<file path="config.mk">
export PLATFORM = sky130hd
export DESIGN_NAME = trivium_ctrl
export DESIGN_NICKNAME = d
export VERILOG_FILES = /design/src/rtl/trivium_pkg.sv /design/src/rtl/trivium_ks_sipo.sv /design/src/rtl/trivium_ctrl.sv
export SDC_FILE = /design/constraint.sdc
export NUM_CORES = 1
export LEC_CHECK = 0
export CORE_MARGIN = 4
export CORE_UTILIZATION = 45
export CTS_BUF_LIST = sky130_fd_sc_hd__clkbuf_4 sky130_fd_sc_hd__clkbuf_8
export DETAILED_ROUTE_END_ITERATION = 12
export PLACE_DENSITY = 0.79
export SYNTH_ARGS = -nofsm -noshare
export SYNTH_HDL_FRONTEND = slang
export SYNTH_SLANG_ARGS = --single-unit
</file>
<file path="constraint.sdc">
create_clock -name CLK -period 2.6 [get_ports CLK]
set_input_delay 0.52 -clock CLK [delete_from_list [all_inputs] [get_ports CLK]]
set_output_delay 0.52 -clock CLK [all_outputs]
set_load 0.05 [all_outputs]
</file>
<file path="src/rtl/trivium_pkg.sv">
// Shared types and widths for the Trivium sequencer.
package trivium_pkg;

    localparam int unsigned KEY_W          = 80;
    localparam int unsigned IV_W           = 80;
    localparam int unsigned TRIVIUM_WARMUP = 1152;

    typedef enum logic [2:0] {
        IDLE,
        KEYRDY,
        INIT,
        WARM,
        GEN,
        DONE
    } state_t;

endpackage

</file>
<file path="src/rtl/trivium_ks_sipo.sv">
// MSB-first keystream shift-in register with its output word stage.
module trivium_ks_sipo #(
    parameter int unsigned OUT_W = 80
) (
    input  logic             i_clk,
    input  logic             i_rst,
    input  logic             i_en,
    input  logic             i_shift,
    input  logic             i_load,
    input  logic             i_bit,
    input  logic [OUT_W-1:0] i_mask,
    output logic [OUT_W-1:0] o_dout
);

    logic [OUT_W-1:0] r_word;
    logic [OUT_W-1:0] r_dout;
    logic [OUT_W-1:0] w_next;

    // The final bit arrives on the same edge as the load, so load the shifted value.
    assign w_next = {r_word[OUT_W-2:0], i_bit};
    assign o_dout = r_dout;

    always_ff @(posedge i_clk) begin
        if (i_rst) begin
            r_word <= '0;
            r_dout <= '0;
        end else if (i_en) begin
            if (i_shift) begin
                r_word <= w_next;
            end
            if (i_load) begin
                r_dout <= w_next ^ i_mask;
            end
        end
    end

endmodule

</file>
<file path="src/rtl/trivium_ctrl.sv">
// Trivium load/warm-up/keystream sequencer.
// Define TRIVIUM_CTRL_XOR_EN to XOR the keystream word with the accepted Din.
module trivium_ctrl
    import trivium_pkg::*;
#(
    parameter int unsigned WARMUP = TRIVIUM_WARMUP,
    parameter int unsigned OUT_W  = 80
) (
    input  logic             CLK,
    input  logic             RST,
    input  logic             EN,
    input  logic [KEY_W-1:0] Kin,
    input  logic             Krdy,
    output logic             Kvld,
    input  logic [IV_W-1:0]  Din,
    input  logic             Drdy,
    input  logic             EncDec,
    output logic [OUT_W-1:0] Dout,
    output logic             Dvld,
    output logic             BSY,
    output logic [KEY_W-1:0] core_key,
    output logic [IV_W-1:0]  core_iv,
    output logic             core_init,
    output logic             core_step,
    input  logic             core_z
);

    localparam int unsigned CNT_MAX = (WARMUP > OUT_W) ? WARMUP : OUT_W;
    localparam int unsigned CNT_W   = $clog2(CNT_MAX + 1);

    state_t             r_state;
    logic [CNT_W-1:0]   r_cnt;
    logic [KEY_W-1:0]   r_key;
    logic [IV_W-1:0]    r_iv;
    logic               r_init;
    logic               r_step;
    logic               r_kvld;
    logic               r_dvld;
    logic               r_bsy;
    logic               w_warm_last;
    logic               w_gen_last;
    logic               w_shift;
    logic               w_load;
    logic [OUT_W-1:0]   w_mask;
    logic               w_unused;

    assign w_unused    = EncDec;
    assign w_warm_last = (r_cnt == CNT_W'(WARMUP - 1));
    assign w_gen_last  = (r_cnt == CNT_W'(OUT_W - 1));
    assign w_shift     = (r_state == GEN);
    assign w_load      = w_shift && w_gen_last;

`ifdef TRIVIUM_CTRL_XOR_EN
    logic [IV_W-1:0] r_xdata;

    always_ff @(posedge CLK) begin
        if (RST) begin
            r_xdata <= '0;
        end else if (EN && (r_state == KEYRDY) && !Krdy && Drdy) begin
            r_xdata <= Din;
        end
    end

    assign w_mask = OUT_W'(r_xdata);
`else
    assign w_mask = '0;
`endif

    // Pulses stay pending while EN=0 and appear on the first enabled cycle.
    assign Kvld      = r_kvld & EN;
    assign Dvld      = r_dvld & EN;
    assign core_init = r_init & EN;
    assign core_step = r_step & EN;
    assign BSY       = r_bsy;
    assign core_key  = r_key;
    assign core_iv   = r_iv;

    always_ff @(posedge CLK) begin
        if (RST) begin
            r_state <= IDLE;
            r_cnt   <= '0;
            r_key   <= '0;
            r_iv    <= '0;
            r_init  <= 1'b0;
            r_step  <= 1'b0;
            r_kvld  <= 1'b0;
            r_dvld  <= 1'b0;
            r_bsy   <= 1'b0;
        end else if (EN) begin
            r_kvld <= 1'b0;
            r_dvld <= 1'b0;
            r_init <= 1'b0;
            case (r_state)
                IDLE: begin
                    if (Krdy) begin
                        r_key   <= Kin;
                        r_kvld  <= 1'b1;
                        r_state <= KEYRDY;
                    end
                end
                KEYRDY: begin
                    if (Krdy) begin
                        r_key  <= Kin;
                        r_kvld <= 1'b1;
                    end else if (Drdy) begin
                        r_iv    <= Din;
                        r_init  <= 1'b1;
                        r_bsy   <= 1'b1;
                        r_state <= INIT;
                    end
                end
                INIT: begin
                    r_cnt   <= '0;
                    r_step  <= 1'b1;
                    r_state <= WARM;
                end
                WARM: begin
                    if (w_warm_last) begin
                        r_cnt   <= '0;
                        r_state <= GEN;
                    end else begin
                        r_cnt <= r_cnt + CNT_W'(1);
                    end
                end
                GEN: begin
                    if (w_gen_last) begin
                        r_step  <= 1'b0;
                        r_bsy   <= 1'b0;
                        r_dvld  <= 1'b1;
                        r_state <= DONE;
                    end else begin
                        r_cnt <= r_cnt + CNT_W'(1);
                    end
                end
                DONE: begin
                    r_state <= KEYRDY;
                end
                default: begin
                    r_state <= IDLE;
                end
            endcase
        end
    end

    trivium_ks_sipo #(
        .OUT_W (OUT_W)
    ) u_sipo (
        .i_clk   (CLK),
        .i_rst   (RST),
        .i_en    (EN),
        .i_shift (w_shift),
        .i_load  (w_load),
        .i_bit   (core_z),
        .i_mask  (w_mask),
        .o_dout  (Dout)
    );

endmodule
</file>
==> flow_summary.yaml <==
status:
  run_status: "finished clean"
placement:
  dpl_worst_slack_ns: -0.05723
  place_congestion: 0.8600
  dpl.hpwl_um: 24190
  placed_area_mm2: 0.01666
  buffer_ports.inserted: 410
sta:
  final_period_minus_worst_setup_slack_ns: 2.379
  drv_slew: 0
  final-setup-viol-count: 0
  unrepaired_setup_endpoints_after_global_routing: "false"
  maxSlewHeadroom: 0.5703
  fin_worst_skew_ns: 0.02705
  final_critical_path_setup_slack_ns: 0.2214
  finalHoldViolCount: 0
  min_period_over_period: 0.9149
  fmax_ghz: 0.4204
  worst_pin_slew_ns: 0.6426
  whs_ns: 0.3992
pwr:
  power-per-cell-area_mw_per_mm2: 626.7
  power.static_leakage_uw: 0.006822
  vdd_drop_max_uv: 501.7
logic_synthesis:
  synthCells: 1431
  synth_simple_gate_area_frac: 0.2118
  synth_compound_area_frac: 0.1176
  synthesis.area_per_instance_um2: 8.472
  synth_edf_count: 0
  synth_area_in_adders: 0.001032
  ys.warnings.count: 0
  async_flop_share: 0
  ys_dominant_reg_cell: "dfxtp_1"
  synth.cell_area_mm2: 0.01212
  sequential_element_share_of_the_synthesized_area: 0.5582
  synth.net_count: 1599
  synth_cell_type_count: 46
  synth-seq-cells: 338
  synth_top_family_by_area: "simple AND/OR/NAND/NOR gates"
  post_synth_mux_area_share: 0.06688
  synth-xor-area-share: 0.002167
route:
  routed-wl-met2_um: 16820
  wl_met1_um: 13560
  postRouteWirelength_um: 34590
  detailroute.wirelength.met3_um: 3035
  drt-vias-per-instance: 5.039
  post-route-drc-count: 0
  drt-pass1-iter-count: 5
  detail-route-antenna-nets: 0
  drt_iter0_drc: 634
  num_vias: 11090
  highest-signal-layer: "met5"
  wire_per_inst_um: 15.71
setup_path:
  setup.worst_path.start_class: "input pin"
  worst-path-max-fanout: 7
  r2r.worst_path.cells: 7
  setup.worst_path.class: "input pin to output port"
  timing.rr.end: "u_sipo.o_dout[39]$_SDFFE_PP0P_"
  timing.critical_path.to_type: "output port"
  timing.critical_path.arrival_ns: 1.86
  worstPathRequired_ns: 2.08
  regToRegStartpoint: "r_cnt[0]$_SDFFE_PP0P_"
  timing.reg2reg.setup_slack_ns: 0.48
global_route:
  track_usage: 0.2241
  grt_first_pass_wirelength_um: 54260
  vias_in_the_first_global_route: 10708
  grt_start_max_net_pins: 96
  grt_overflow_total: 0
  antenna_violations_before_repair: 1
clock_tree:
  clkSlewWorstSetupHoldPaths_ns: 0.06
  clock-root-buffer: "clkbuf_8"
  ctsHtreeMaxLevel: 2
  holdBufCountCts: 0
  cts.repair.resized: 0
  numCtsBuffers: 54
  cts_setup_buffers: 0
  clk_latency_ns: 0.58
  ctsLongestPathBuffers: 3
  cts_tree: "yes"
  cts.sink_count: 338
worst_hold_path:
  min_path_type: "input pin to register"
  min_to: "u_sipo.o_dout[46]$_SDFFE_PP0P_"
  timing.hold.worst_path_depth: 2
  hold_path.startpoint: "RST"
die:
  boundaryPins: 412
  floorplan.die.width_um: 172.1
  floorplan.initialDensity: 0.4613
  num_rows: 59
  area_of_the_die_mm2: 0.02963
  die_height_um: 172.1
  floorplan.core_area_mm2: 0.02628
layout:
  area_growth_syn_to_layout_pct: 47.29
  fin_nets: 1996
  fin_util: 0.6794
  drive_above_1_share: 0.07931
  insertedDiodeCount: 0
  final_instance_area_mm2: 0.01786
job:
  max_cap_violations: 0
==> stage by stage <==
| step | setup TNS (ns) | power (uW) | instances |
|---|---|---|---|
| after CTS | 0 | 11320 | 2201 |
| after global routing | 0 | 11630 | 2201 |
| final | 0 | 11190 | 2201 |
| after detailed placement | -0.9081 | 6372 | 2107 |
| after global placement | 0 | 6360 | 2107 |
| after floorplan | 0 | 5873 | 1431 |
==> metal layers <==
layer / GRT usage / vias to the layer above
met5: 0 / -
met4: 0.08612 / 2
met3: 0.07430 / 72
met2: 0.3873 / 394
met1: 0.2577 / 5130
li1: - / 5492
==> synthesized netlist by cell type (2+ instances only) <==
cell	number	area, um^2
o21ai_0	6	30.03
a2111oi_0	3	26.28
or3_1	4	25.02
mux2i_1	81	810.8
nor3b_1	2	15.01
o31ai_1	4	30.03
and2_1	7	43.79
or4_1	3	22.52
a211oi_1	6	45.04
nor2b_1	4	25.02
dfxtp_1	338	6766
nor3_1	5	25.02
nand3_1	4	20.02
a21oi_1	245	1226
inv_1	5	18.77
nor2_1	86	322.8
nand2_1	487	1828
buf_6	8	90.09
buf_2	24	120.1
clkbuf_1	69	259.0
a31oi_1	2	12.51
and4_1	2	17.52
xnor2_1	3	26.28
nand2b_1	4	25.02
buf_4	3	22.52
nand4_1	6	37.54
==> report_power, final <==
group / internal [uW] / switching [uW]
Sequential: 5260 / 38.7
Clock: 2910 / 2030
Combinational: 429 / 535
Total: 8590 / 2600
==> worst max path at each step <==
stage	from	end	slack (ns)	cells past startpoint
final	EN	Dvld	0.22	5
after global routing	EN	Kvld	0.18	5
after CTS	EN	Dvld	0.22	5
after detailed placement	EN	core_iv[72]$_SDFFE_PP0P_	-0.06	6
after global placement	EN	core_iv[46]$_SDFFE_PP0P_	0.01	6
after floorplan	r_cnt[0]$_SDFFE_PP0P_	r_cnt[10]$_SDFFE_PP0P_	0.79	6
==> layout make-up <==
type / instances / area, um^2
Sequential cell: 338 / 6766
Multi-Input combinational cell: 983 / 4852
Tap cell: 335 / 419.2
Clock inverter: 10 / 167.7
Timing Repair Buffer: 446 / 4607
Clock buffer: 84 / 1025
Fill cell: 2039 / 8424
Inverter: 5 / 18.77
==> worst max-delay path, cell delays in order <==
cell	delay (ns)
clkdlybuf4s50_1	0.68
buf_4	0.20
buf_4	0.13
and2_1	0.17
buf_12	0.15
==> flip-flops by register name, summed over array words and instances (netlist names) <==
signal	count
BSY	1
core_iv	80
core_key	80
r_cnt	11
r_dvld	1
r_init	1
r_kvld	1
r_state	3
r_step	1
u_sipo.o_dout	80
u_sipo.r_word	79
==> cell families (layout without fill, tap and decap cells) <==
family                     after synthesis  count (layout)
and+or+nand+nor                        626             626
DFF                                    338             338
AOI/OAI and AO/OA                      272             272
buffers and inverters                  110             545
muxes                                   81              81
xor gates and xnor gates                 3               3
adders and majority gates                1               1
==> layout by cell type, fill, tap and decap left out, drive strengths merged, types with 6 or more instances in the layout <==
| cell type | netlist | layout |
|---|---|---|
| a211oi | 6 | 6 |
| a21oi | 245 | 245 |
| and2 | 8 | 8 |
| buf | 36 | 41 |
| clkbuf | 69 | 84 |
| clkdlybuf4s50 | 0 | 405 |
| dfxtp | 338 | 338 |
| inv | 5 | 7 |
| mux2i | 81 | 81 |
| nand2 | 487 | 487 |
| nand4 | 6 | 6 |
| nor2 | 86 | 86 |
| o21ai | 6 | 6 |
(Power assumes the default switching activity.)
